==> config.mk <==
export PLATFORM = sky130hd
export DESIGN_NAME = dcache_scrub_sched
export DESIGN_NICKNAME = d
export VERILOG_FILES = /design/src/rtl/std_cache_pkg.sv /design/src/rtl/dcache_scrub_sched.sv
export SDC_FILE = /design/constraint.sdc
export NUM_CORES = 1
export LEC_CHECK = 0
export BUFFER_PORTS_ARGS = -buffer_cell sky130_fd_sc_hd__buf_4
export CAP_MARGIN = 20
export CORE_MARGIN = 4
export CORE_UTILIZATION = 39
export DETAILED_ROUTE_END_ITERATION = 12
export GPL_ROUTABILITY_DRIVEN = 1
export SYNTH_ARGS = -nofsm -noshare
export SYNTH_HDL_FRONTEND = slang
export SYNTH_SLANG_ARGS = --single-unit
==> constraint.sdc <==
create_clock -name clk_i -period 6.2 [get_ports clk_i]
set_clock_uncertainty 0.1 [all_clocks]
set_input_delay 0 -clock clk_i [delete_from_list [all_inputs] [get_ports clk_i]]
set_output_delay 0 -clock clk_i [all_outputs]
set_load 0.02 [all_outputs]
==> src/rtl/std_cache_pkg.sv <==
// std_cache_pkg: shared scrub FSM states and counter width for the data-cache scrubber
package std_cache_pkg;
    typedef enum logic [2:0] {IDLE, PENDING, READ, CHECK, WRITE} scrub_state_e;
    localparam int CNT_WIDTH = 16;
endpackage

==> src/rtl/dcache_scrub_sched.sv <==
// dcache_scrub_sched: periodic ECC scrub scheduler that walks every line of all ways and writes back corrected data
module dcache_scrub_sched
    import std_cache_pkg::*;
#(
    parameter int NumWays       = 8,
    parameter int NumLines      = 256,
    parameter int ScrubInterval = 1024,
    parameter int MaxStall      = 16,
    parameter int CntWidth      = CNT_WIDTH
) (
    input  logic                        clk_i,
    input  logic                        rst_i,
    input  logic                        scrub_en_i,
    input  logic                        intc_req_i,
    output logic                        scrub_active_o,
    output logic [NumWays-1:0]          scrub_req_o,
    output logic                        scrub_we_o,
    output logic [$clog2(NumLines)-1:0] scrub_addr_o,
    input  logic [NumWays-1:0]          ecc_single_err_i,
    input  logic [NumWays-1:0]          ecc_double_err_i,
    output logic [CntWidth-1:0]         corrected_cnt_o,
    output logic [CntWidth-1:0]         uncorrectable_cnt_o,
    output logic                        uncorrectable_o,
    output logic                        pass_done_o
);
    localparam int AW = $clog2(NumLines);
    localparam int IW = $clog2(ScrubInterval + 1);
    localparam int SW = $clog2(MaxStall + 1);

    scrub_state_e state, state_nxt;
    logic [IW-1:0] int_cnt;
    logic [SW-1:0] stall_cnt;
    logic [NumWays-1:0] fix_mask;
    logic dbl, sgl, adv;

    assign dbl = |ecc_double_err_i;
    assign sgl = |ecc_single_err_i;
    // A line is finished when CHECK exits without a write-back, or after WRITE.
    assign adv = (state == CHECK && !(sgl && !dbl)) || state == WRITE;

    assign scrub_active_o = state inside {READ, CHECK, WRITE};
    assign scrub_we_o     = state == WRITE;
    assign scrub_req_o    = state == READ ? '1 : state == WRITE ? fix_mask : '0;

    always_comb begin
        state_nxt = state;
        case (state)
            IDLE:    state_nxt = scrub_en_i && int_cnt == IW'(ScrubInterval - 1) ? PENDING : IDLE;
            PENDING: state_nxt = !scrub_en_i ? IDLE :
                                 !intc_req_i || stall_cnt == SW'(MaxStall - 1) ? READ : PENDING;
            READ:    state_nxt = CHECK;
            CHECK:   state_nxt = sgl && !dbl ? WRITE : IDLE;
            default: state_nxt = IDLE;
        endcase
    end

    always_ff @(posedge clk_i) begin
        if (rst_i) begin
            state               <= IDLE;
            int_cnt             <= '0;
            stall_cnt           <= '0;
            fix_mask            <= '0;
            scrub_addr_o        <= '0;
            corrected_cnt_o     <= '0;
            uncorrectable_cnt_o <= '0;
            uncorrectable_o     <= 1'b0;
            pass_done_o         <= 1'b0;
        end else begin
            state     <= state_nxt;
            int_cnt   <= state == IDLE && state_nxt == IDLE && scrub_en_i ? int_cnt + IW'(1) : '0;
            stall_cnt <= state == PENDING && state_nxt == PENDING ? stall_cnt + SW'(1) : '0;
            if (state == CHECK)
                fix_mask <= ecc_single_err_i;
            if (state == CHECK && sgl && !dbl)
                corrected_cnt_o <= corrected_cnt_o + CntWidth'(~&corrected_cnt_o);
            if (state == CHECK && dbl)
                uncorrectable_cnt_o <= uncorrectable_cnt_o + CntWidth'(~&uncorrectable_cnt_o);
            uncorrectable_o <= state == CHECK && dbl;
            pass_done_o     <= adv && scrub_addr_o == AW'(NumLines - 1);
            if (adv)
                scrub_addr_o <= scrub_addr_o + AW'(1);
        end
    end
endmodule

* Word-level counts from Yosys, hierarchy flattened
Cells that the tools add are included.
** Word-level totals
- Logic and storage cells :: 57
- Register bits :: 69
- Output and inout bits :: 52
- Bits of input ports :: 20
** Operators by class
- Reductions and logical operators :: 26
- Bitwise gates (word level) :: 2
- Add/subtract/negate cells :: 5
- Multiplexer cells :: 7
- Eq/ne operators :: 8
** Operators with widths (count)
- 16-bit by 1-bit adder with 16-bit output :: 2
- 16-bit AND reduction :: 2
- 8-bit two-way mux :: 2
- 8-bit OR reduction :: 2
- 3-bit case mux with 4 select lines :: 1
- 11-bit by 1-bit adder with 11-bit output (second input constant) :: 1
- 11-bit by 10-bit equality test with 1-bit output (second input constant) :: 1
- 1-bit logical AND :: 10
- 8-bit by 1-bit adder with 8-bit output (second input constant) :: 1
- 8-bit equality test (second input constant) :: 1
- 3-bit by 1-bit equality test with 1-bit output (second input constant) :: 2
- 3-bit by 2-bit equality test with 1-bit output (second input constant) :: 2
- 3-bit logical NOT :: 2
- 5-bit by 1-bit adder with 5-bit output (second input constant) :: 1
- 5-bit by 4-bit equality test with 1-bit output (second input constant) :: 1
- 1-bit logical NOT :: 5
- 2-bit two-way mux :: 2
- 2-bit OR reduction :: 2
- 3-bit equality test (second input constant) :: 1
- 3-bit two-way mux :: 1
- 3-bit nonzero test :: 1
- 1-bit logical OR :: 2
- 1-bit NOT :: 2
- 1-bit two-way mux :: 1

* Longest topological paths before layout
Gate-level depths: netlist of run 1.
- Depth in word-level cells :: 10
- Depth in mapped cells :: 9
- Gate-level depth less buffers :: 9

* Worst setup path before layout of run 1
No wires, ideal clock.
- Kind :: reg2reg
- From :: register uncorrectable_cnt_o[7]
- To :: register uncorrectable_cnt_o[14]
- Setup time :: 0.132 ns
- Data arrival time :: 2.318 ns
- Required time :: 5.968 ns
- Clock period less this slack :: 2.551 ns
- Path buffers :: 0
- Slack :: 3.649 ns
- Cell stages (with the launch flop) :: 10
- Path through :: dfxtp_1 and3_1 nand4_1 or4_1 ha_1 ha_1 inv_1 a2111o_1 or4_1 a21oi_1
** On the way
- Cells in the longest elaborated chain, start to end :: 3
** RTL lines
- start: declaration :: line dcache_scrub_sched.sv:22 : output logic [CntWidth-1:0] uncorrectable_cnt_o,
- start signal: assignment :: line dcache_scrub_sched.sv:77 : uncorrectable_cnt_o <= uncorrectable_cnt_o + CntWidth'(~&uncorrectable_cnt_o);
- 16-bit AND reduction :: line dcache_scrub_sched.sv:77
- 1-bit logical NOT :: line dcache_scrub_sched.sv:77
- 16-bit by 1-bit adder with 16-bit output * :: line dcache_scrub_sched.sv:77
Mark *: on every way between the ends. The rest lies on a longest branch, timed or not.
A chain may end at the register's enable or synchronous reset.

* Worst setup path after layout of run 1
- From :: register uncorrectable_cnt_o[7]
- To :: register uncorrectable_cnt_o[8]
Same word-level chain as after synthesis.

==> flow_metrics.tcl, run 1 <==
set metrics [dict create \
    grt_max_degree 65 \
    cts_buffers 9 \
    grt-ovfl-total 0 \
    sequentialPowerShare 0.498 \
    setup_slack_ps 3454 \
    drt_iter0_drc 113 \
    rows 33 \
    die_y_um 100.4 \
    pwr-share-clk 0.468 \
    synth_area_per_cell_um2 8.522 \
    fillers 818 \
    start_util 0.4035 \
    synthArstFlopShare 0 \
    cts_sinks 69 \
    ant_nets 0 \
    critPathLaunchType "flop" \
    rsz0062_at_grt "false" \
    cts.reportedPaths.clkPinSlew_ps 70 \
    ys_seq_area_frac 0.4146 \
    slew_viol_final 0 \
    drv_cap 0 \
    swShare 0.2075 \
    htreeDepth 3 \
    synth_nets 419 \
    post_cts_buffers 0 \
    synth_flop_cell "dfxtp_1" \
    status "completed" \
    wl_met3_um 478 \
    io_pins 72 \
    combinationalPowerShare 0.034 \
    crit_arrival_ps 2840 \
    clock_latency_ps 340 \
    path_max_fanout 9 \
    period_minus_slack_ps 2746 \
    highest_layer "met4" \
    nNetsFinal 497 \
    cts-resized-gates 0 \
    numPortBuffers 71 \
    ys_top_cells_by_area "dfxtp_1, a21oi_1, nand2_1, or4_1, nor2_1" \
    insertedDiodeCount 0 \
    path_class "flop to flop" \
    yosysWarnings 0 \
    peakVddDrop_uv 100.1 \
    wl_met1_mm 3.839 \
    tns_ps 0 \
    cts_root_buf "clkbuf_8" \
    grt_use_total 0.1610 \
    synth_commonest_cells "dfxtp_1, a21oi_1, nand2_1" \
    cp.required_ps 6300 \
    power_w 0.0008906 \
    ys_seq_elements 69 \
    dr.pass1.iters 4 \
    finalHoldViolations 0 \
    hold_buffers 10 \
    drc_errors 0 \
    relSlewSlack 0.5303 \
    die_area_um2 10090 \
    post-route-period-util 0.4429 \
    place_ws_ps 3232 \
    synth_top_area_cell "dfxtp_1" \
    antenna_found_initial 0 \
    p_switching_w 0.0001848 \
    grt_pass1_vias 2815 \
    grt_pass1_wl_mm 13.21 \
    hpwl_mm 5.427 \
    p_leak_nw 1.603 \
    synthCells 391 \
    clockBufferDepth 2 \
    chipWidth_um 100.4 \
    synth.distinct_cells 42 \
    yosysMostFrequentCell "dfxtp_1" \
    wl_per_cell_um 13.80 \
    cts_tree "done" \
    netlist_area_um2 3332 \
    drt-vias-per-instance 5.446 \
    fmax_mhz 364.2 \
    finalSetupViolCount 0 \
    wl_mm 7.989 \
    internal_power_w 0.0007058 \
    syn2layout_area_growth_pct 29.18 \
    met2_wirelength_mm 3.583 \
    synth_edf_count 0 \
    synth_top_area_share 0.4146 \
    power_density_nw_per_um2 206.9 \
    end_kind "flop" \
    vias 3153 \
    routabilityCongestion 0.8130 \
    core_um2 8258 \
    tightestPinTransition_ps 699.8 \
    hp-class "primary input to flop" \
    drive_above_1_share 0.2068 \
]
-- final timing paths --
kind / start / endpoint / slack [ps] / cells past startpoint
setup reg to reg: uncorrectable_cnt_o[7] / uncorrectable_cnt_o[8] / 3450 / 9
hold / removal: rst_i / corrected_cnt_o[1] / 60 / 2
hold reg to reg: int_cnt[0] / int_cnt[0] / 350 / 1
setup / recovery: uncorrectable_cnt_o[7] / uncorrectable_cnt_o[8] / 3450 / 9
-- layout by cell type, fill, tap and decap left out, drive strengths merged, types with 6 or more instances in the layout --
master and count:
inv 8, nand2b 9, dfxtp 69, or3 9, o31ai 13, nand4 17
nor2 32, xor2 8, buf 73, mux2 6, and3 7, nor2b 8
nand2 38, o21ai 14, a21oi 42, ha 8, or4 17, clkbuf 12
nand3 18, xnor2 7, dlygate4sd3 13
-- per-layer routing --
metal / vias to the layer above / track usage
met2: 69 / 0.2482
met5: - / 0
met4: 0 / 0.05803
met1: 1479 / 0.2111
li1: 1600 / -
met3: 5 / 0.05142
-- critical path, stage by stage, from the launching register on --
cell and delay [ps]:
dfxtp_1 400, and3_1 220, nand4_1 280, or4_1 620
ha_1 230, ha_1 190, inv_1 90, a2111o_1 270
or3_1 150, a21oi_1 60
-- power by group through the flow --
stage	logic, W	registers [W]	clock network, W
floorplan	0.0000109	0.000454	0
global placement	0.0000248	0.000454	0
detailed placement	0.0000252	0.000454	0
CTS	0.0000297	0.000444	0.000427
global route	0.0000332	0.000444	0.000453
finish	0.0000301	0.000444	0.000417
-- logic make-up (layout without fill, tap and decap cells) --
kind of cell,count (synthesis),after routing,synth area share
compound gates,84,84,0.1536
xor+xnor,15,15,0.03943
fa+ha+maj,8,8,0.03004
buf+inv,27,110,0.03192
flops,69,69,0.4146
mux,11,11,0.03530
simple gates,177,177,0.2952
-- state kept, by name, indices dropped and copies added, names as in the netlist --
signal and cells:
scrub_addr_o 8, fix_mask 8, stall_cnt 5, uncorrectable_cnt_o 16, uncorrectable_o 1, pass_done_o 1
int_cnt 11, state 3, corrected_cnt_o 16
-- through the flow --
stage	utilization	cells	instance area [µm²]	hold slack (ps)
2_1_floorplan	-	391	3332	35.96
6_report	0.5212	579	4304	58.81
4_1_cts	0.5158	575	4259	68.81
3_5_place_dp	0.4764	549	3934	166.2
3_3_place_gp	0.4764	549	3934	162.9
5_1_grt	0.5212	579	4304	74.09
-- area by class of cell --
type                    count  area (µm²)  share of cell area
clock inverters             4       70.07             0.01628
inverters                   8       30.03            0.006977
flip-flops and latches     69        1381              0.3209
clock buffers              12       155.1             0.03605
multi-input cells         295        1851              0.4299
repair buffers             86       685.7              0.1593
well taps                 105       131.4             0.03052
No activity file was read; power rests on OpenSTA's default activity.
==> run 2, diff against run 1 <==
==> constraint.sdc (replaced) <==
create_clock -name clk_i -period 2.3 [get_ports clk_i]
set_clock_uncertainty 0.1 [all_clocks]
set_input_delay 0 -clock clk_i [delete_from_list [all_inputs] [get_ports clk_i]]
set_output_delay 0 -clock clk_i [all_outputs]
set_load 0.02 [all_outputs]
==> run 2 against run 1 <==
  * Clock power grew 140%
  * Sequential power grew to 2.7 times the previous value
  * Die area is the same
  * Routed wire length grew 8.8%
  * Sequential cell count is the same
  * Utilization grew 3.6 points
  * Power grew to 2.6 times the previous value
  * Combinational power grew to 2.7 times the previous value
  * Global-route usage grew 0.64 points
  * Via count grew 3.3%
  * Highest routed layer unchanged
==> flow_metrics.tcl, run 2 (synthesis results as in run 1) <==
set metrics [dict create \
    period_minus_slack_ps 2222 \
    grt_pass1_wl_mm 13.73 \
    core_um2 8258 \
    cts.reportedPaths.clkPinSlew_ps 70 \
    grt_use_total 0.1673 \
    dr.pass1.iters 4 \
    power_density_nw_per_um2 496.1 \
    rows 33 \
    wl_per_cell_um 14.27 \
    final_cell_mix "buf_4, dfxtp_1, a21oi_1" \
    path_class "flop to flop" \
    grt_max_degree 65 \
    cts_tree "done" \
    tightestPinTransition_ps 669.3 \
    crit_arrival_ps 2390 \
    nNetsFinal 527 \
    slew_viol_final 0 \
    end_kind "flop" \
    io_pins 72 \
    wl_mm 8.691 \
    chipWidth_um 100.4 \
    grt_use_met3 0.03197 \
    cts_buffers 9 \
    finalSetupViolCount 0 \
    post-route-period-util 0.9662 \
    finalHoldViolations 0 \
    fmax_mhz 450.0 \
    path_max_fanout 5 \
    use_met2 0.2752 \
    routabilityCongestion 0.7348 \
    cts_sinks 69 \
    vias 3257 \
    hold_slack_ps 49.20 \
    numPortBuffers 71 \
    ant_nets 0 \
    grt_pass1_vias 3020 \
    drt_iter0_drc 84 \
    critPathLaunchType "flop" \
    drive_above_1_share 0.2996 \
    hpwl_mm 5.843 \
    drc_errors 0 \
    insertedDiodeCount 0 \
    peakVddDrop_uv 361.1 \
    hp-class "primary input to flop" \
    die_area_um2 10090 \
    finalNonFillerCells 609 \
    drt-vias-per-instance 5.348 \
    status "completed" \
    fin_util 0.5571 \
    p_leak_nw 1.741 \
    die_y_um 100.4 \
    final_common_cell "buf_4" \
    grt_use_met1 0.2108 \
    rsz0062_at_grt "true" \
    top_regs "corrected_cnt_o (16), uncorrectable_cnt_o (16), int_cnt (11)" \
    clockBufferDepth 2 \
    start_util 0.4035 \
    cp.required_ps 2470 \
    clock_latency_ps 340 \
    cts_root_buf "clkbuf_8" \
    drv_cap 0 \
    grt-ovfl-total 0 \
    relSlewSlack 0.5508 \
    syn2layout_area_growth_pct 38.08 \
    busiest_layer "met2" \
    antenna_found_initial 0 \
    tns_ps 0 \
    dp.cells 573 \
    htreeDepth 3 \
]
## run 2: routing by layer
metal | wire (µm) | share of wire
met2 | 4090 | 0.47
met3 | 363 | 0.042
met4 | 166 | 0.019
met1 | 4072 | 0.47
met5 | 0 | 0
## run 2: critical path, cell delays in order, from the launching register on
cell and delay, ps:
dfxtp_4 340, and3_4 170, nand4_1 90, or4_4 150, ha_4 140, nand2_1 100
a2111o_1 480, or4_1 420, a21oi_1 160
## run 2: path summary, 6_finish.rpt
check	slack, ps	to	cells past startpoint	start
max	80	uncorrectable_cnt_o[15]	8	uncorrectable_cnt_o[6]
min	50	scrub_addr_o[3]	5	ecc_double_err_i[2]
max reg2reg	80	uncorrectable_cnt_o[15]	8	uncorrectable_cnt_o[6]
min reg2reg	340	int_cnt[0]	1	int_cnt[0]
## run 2: metrics by stage
step	area [µm²]	power, W	setup WS (ps)
finish	4601	0.002282	77.74
global route	4601	0.002378	-63.73
CTS	4447	0.002312	5.841
detailed placement	4145	0.001290	-5.937
global placement	4145	0.001289	38.45
floorplan	3363	0.001250	-43.24
## run 2: cell type report
class,count,area (µm²)
multi-input combinational,297,1953
tap,105,131.4
clock buffer,12,156.4
timing repair buffer,114,880.8
fill,772,3657
clock inverter,4,45.04
sequential,69,1401
inverter,8,32.53
## run 2: timing repair
| item | CTS | global route |
|---|---|---|
| hold buffers | 10 | 0 |
| endpoints found under the hold margin | 14 | 0 |
| endpoints found under the setup margin | 4 | 12 |
| cloned | 0 | 2 |
| pin swaps | 2 | 11 |
| buffers inserted | 0 | 8 |
| resized for setup | 0 | 21 |
## run 2: power by group
group	internal [W]	switching [W]
clock	0.000562	0.000447
combinational	0.0000393	0.0000422
sequential	0.00119	0.00000103
==> run 3, diff against run 2 <==
==> constraint.sdc (replaced) <==
create_clock -name clk_i -period 2.1 [get_ports clk_i]
set_clock_uncertainty 0.1 [all_clocks]
set_input_delay 0 -clock clk_i [delete_from_list [all_inputs] [get_ports clk_i]]
set_output_delay 0 -clock clk_i [all_outputs]
set_load 0.02 [all_outputs]
==> run 3 against run 2 <==
  * The run now ends with setup timing left
  * First-iteration DRC count up 20%
  * Routed wire length up 4.1%
  * Largest power group unchanged
  * Die area unchanged
  * Register-to-register slack worse by 200 ps
  * Sequential share of layout area down 1.7 points
  * Sequential cell count unchanged
==> flow_metrics.tcl, run 3 (synthesis results as in run 1) <==
set metrics [dict create \
    htreeDepth 3 \
    final_cell_mix "buf_4, dfxtp_1, a21oi_1" \
    finalNonFillerCells 639 \
    r2r-start "uncorrectable_cnt_o[6]" \
    ant_nets 0 \
    tns_ps -1221 \
    path_class "flop to flop" \
    clock_latency_ps 330 \
    tightestPinTransition_ps 676.1 \
    p_switching_w 0.0005481 \
    final_common_cell "buf_4" \
    grt_pass1_wl_mm 15.37 \
    nNetsFinal 557 \
    max_stage_delay_ps 400 \
    die_y_um 100.4 \
    drv_cap 0 \
    drive_above_1_share 0.3221 \
    fmax_mhz 449.4 \
    internal_power_w 0.001815 \
    insertedDiodeCount 0 \
    reg2reg_depth 10 \
    cts_sinks 69 \
    finalHoldViolations 0 \
    grt_max_degree 34 \
    core_um2 8258 \
    antenna_found_initial 0 \
    grt_use_total 0.1860 \
    whs_endpoint "state[2]" \
    grt_pass1_vias 3330 \
    power_density_nw_per_um2 485.8 \
    dr.pass1.iters 5 \
    routabilityCongestion 0.7895 \
    top_regs "corrected_cnt_o (16), uncorrectable_cnt_o (16), int_cnt (11)" \
    cts_buffers 9 \
    cts_tree "done" \
    hp-class "primary input to flop" \
    rsz0062_at_grt "true" \
    violations "setup timing" \
    wl_per_cell_um 14.16 \
    start_util 0.4035 \
    clockBufferDepth 2 \
    rows 33 \
    r2r_slack_ps -130 \
    die_area_um2 10090 \
    crit_chain "and3_4 -> nand4_1 -> or4_4 -> ha_4 -> buf_4 -> nand2_2 -> a2111o_1 -> buf_6 -> or4_4 -> a21oi_1" \
    post-route-period-util 1.060 \
    crit_arrival_ps 2390 \
    chipWidth_um 100.4 \
    cpMostUsedCell "or4_4" \
    cts.reportedPaths.clkPinSlew_ps 80 \
    relSlewSlack 0.5462 \
    p_leak_nw 1.903 \
    period_minus_slack_ps 2225 \
    cts_root_buf "clkbuf_8" \
    drt_iter0_drc 101 \
    min_delay_path_depth 5 \
    combinationalPowerShare 0.040 \
    cp.required_ps 2270 \
    status "finished with violations" \
    wl_mm 9.050 \
    end_kind "flop" \
    syn2layout_area_growth_pct 45.96 \
    slew_viol_final 0 \
    r2r_end "uncorrectable_cnt_o[15]" \
    setup_slack_ps -125.2 \
    peakVddDrop_uv 331.6 \
    io_pins 72 \
    numPortBuffers 71 \
    finalSetupViolCount 13 \
    holdCritStartpoint "ecc_double_err_i[2]" \
    cp_slowest_cell "or4_4" \
    swShare 0.2320 \
    drt-vias-per-instance 5.338 \
    hpwl_mm 6.113 \
    critPathLaunchType "flop" \
    drc_errors 0 \
    sequentialPowerShare 0.553 \
    pwr-share-clk 0.407 \
    vias 3411 \
    dp.cells 598 \
    grt-ovfl-total 0 \
    path_max_fanout 6 \
]
run 3: cell count changes in the layout (fill, tap and decap cells not counted), moves of 2 or more:
cell | previous run | this run
and4_1 | 3 | 5
and4_4 | 2 | 0
buf_4 | 104 | 121
buf_6 | 0 | 4
clkinv_2 | 3 | 1
dfxtp_1 | 61 | 63
dlygate4sd3_1 | 10 | 19
o21ai_0 | 13 | 7
o21ai_1 | 1 | 7
run 3: repair_timing:
item | in CTS | in global routing
resized for setup | 6 | 23
hold endpoints to repair | 17 | 0
hold buffers | 19 | 0
endpoints found under the setup margin | 15 | 33
setup buffers | 4 | 2
gates cloned | 1 | 0
pin swaps | 9 | 25
run 3: power groups by stage:
stage / logic (W) / clock network, W / registers [W]
after floorplan: 0.0000321 / 0 / 0.00134
after global placement: 0.0000762 / 0 / 0.00134
after detailed placement: 0.0000769 / 0 / 0.00134
after CTS: 0.0000921 / 0.000983 / 0.00131
after global routing: 0.000104 / 0.00104 / 0.00131
final: 0.0000939 / 0.000963 / 0.00131
run 3: how the worst max path moves through the flow:
stage / from / cells past startpoint / slack, ps / endpoint
2_1_floorplan: uncorrectable_cnt_o[7] / 9 / -240 / uncorrectable_cnt_o[14]
3_3_place_gp: uncorrectable_cnt_o[8] / 9 / -110 / uncorrectable_cnt_o[14]
3_5_place_dp: uncorrectable_cnt_o[8] / 9 / -200 / uncorrectable_cnt_o[12]
4_1_cts: uncorrectable_cnt_o[8] / 9 / -160 / uncorrectable_cnt_o[14]
5_1_grt: uncorrectable_cnt_o[6] / 10 / -230 / uncorrectable_cnt_o[2]
6_report: uncorrectable_cnt_o[6] / 10 / -130 / uncorrectable_cnt_o[15]
run 3: cell type report:
cell class                      count  area (µm²)
Timing Repair Buffer              145        1164
Multi-Input combinational cell    296        1969
Clock buffer                       13       148.9
Clock inverter                      3       21.27
Fill cell                         758        3395
Sequential cell                    69        1396
Tap cell                          105       131.4
Inverter                            8       32.53
run 3: per-layer routing:
layer	GRT usage	routed length (µm)	share of wire	vias up
met5	0	0	0	-
met4	0.05078	57	0.0063	0
met3	0.03753	371	0.041	4
met2	0.3109	4368	0.48	60
met1	0.2443	4252	0.47	1619
li1	-	-	-	1728
run 3: critical path, delay by kind of cell (launching register included):
family	cells	cell delay, ps
compound gates	2	450
fa+ha+maj	1	150
buf+inv	2	260
flops	1	340
simple gates	5	860
run 3: stage by stage:
step / hold slack, ps / worst slack (ps) / util / power (W) / area (µm²)
after detailed placement: 166.8 / -195.6 / 0.5279 / 0.001414 / 4359
final: 79.37 / -125.2 / 0.5889 / 0.002363 / 4863
after global placement: 160.5 / -111.8 / 0.5279 / 0.001413 / 4359
after floorplan: 35.96 / -238.1 / - / 0.001369 / 3377
after global routing: 85.38 / -234.2 / 0.5889 / 0.002445 / 4863
after CTS: 67.11 / -159.2 / 0.5802 / 0.002381 / 4791
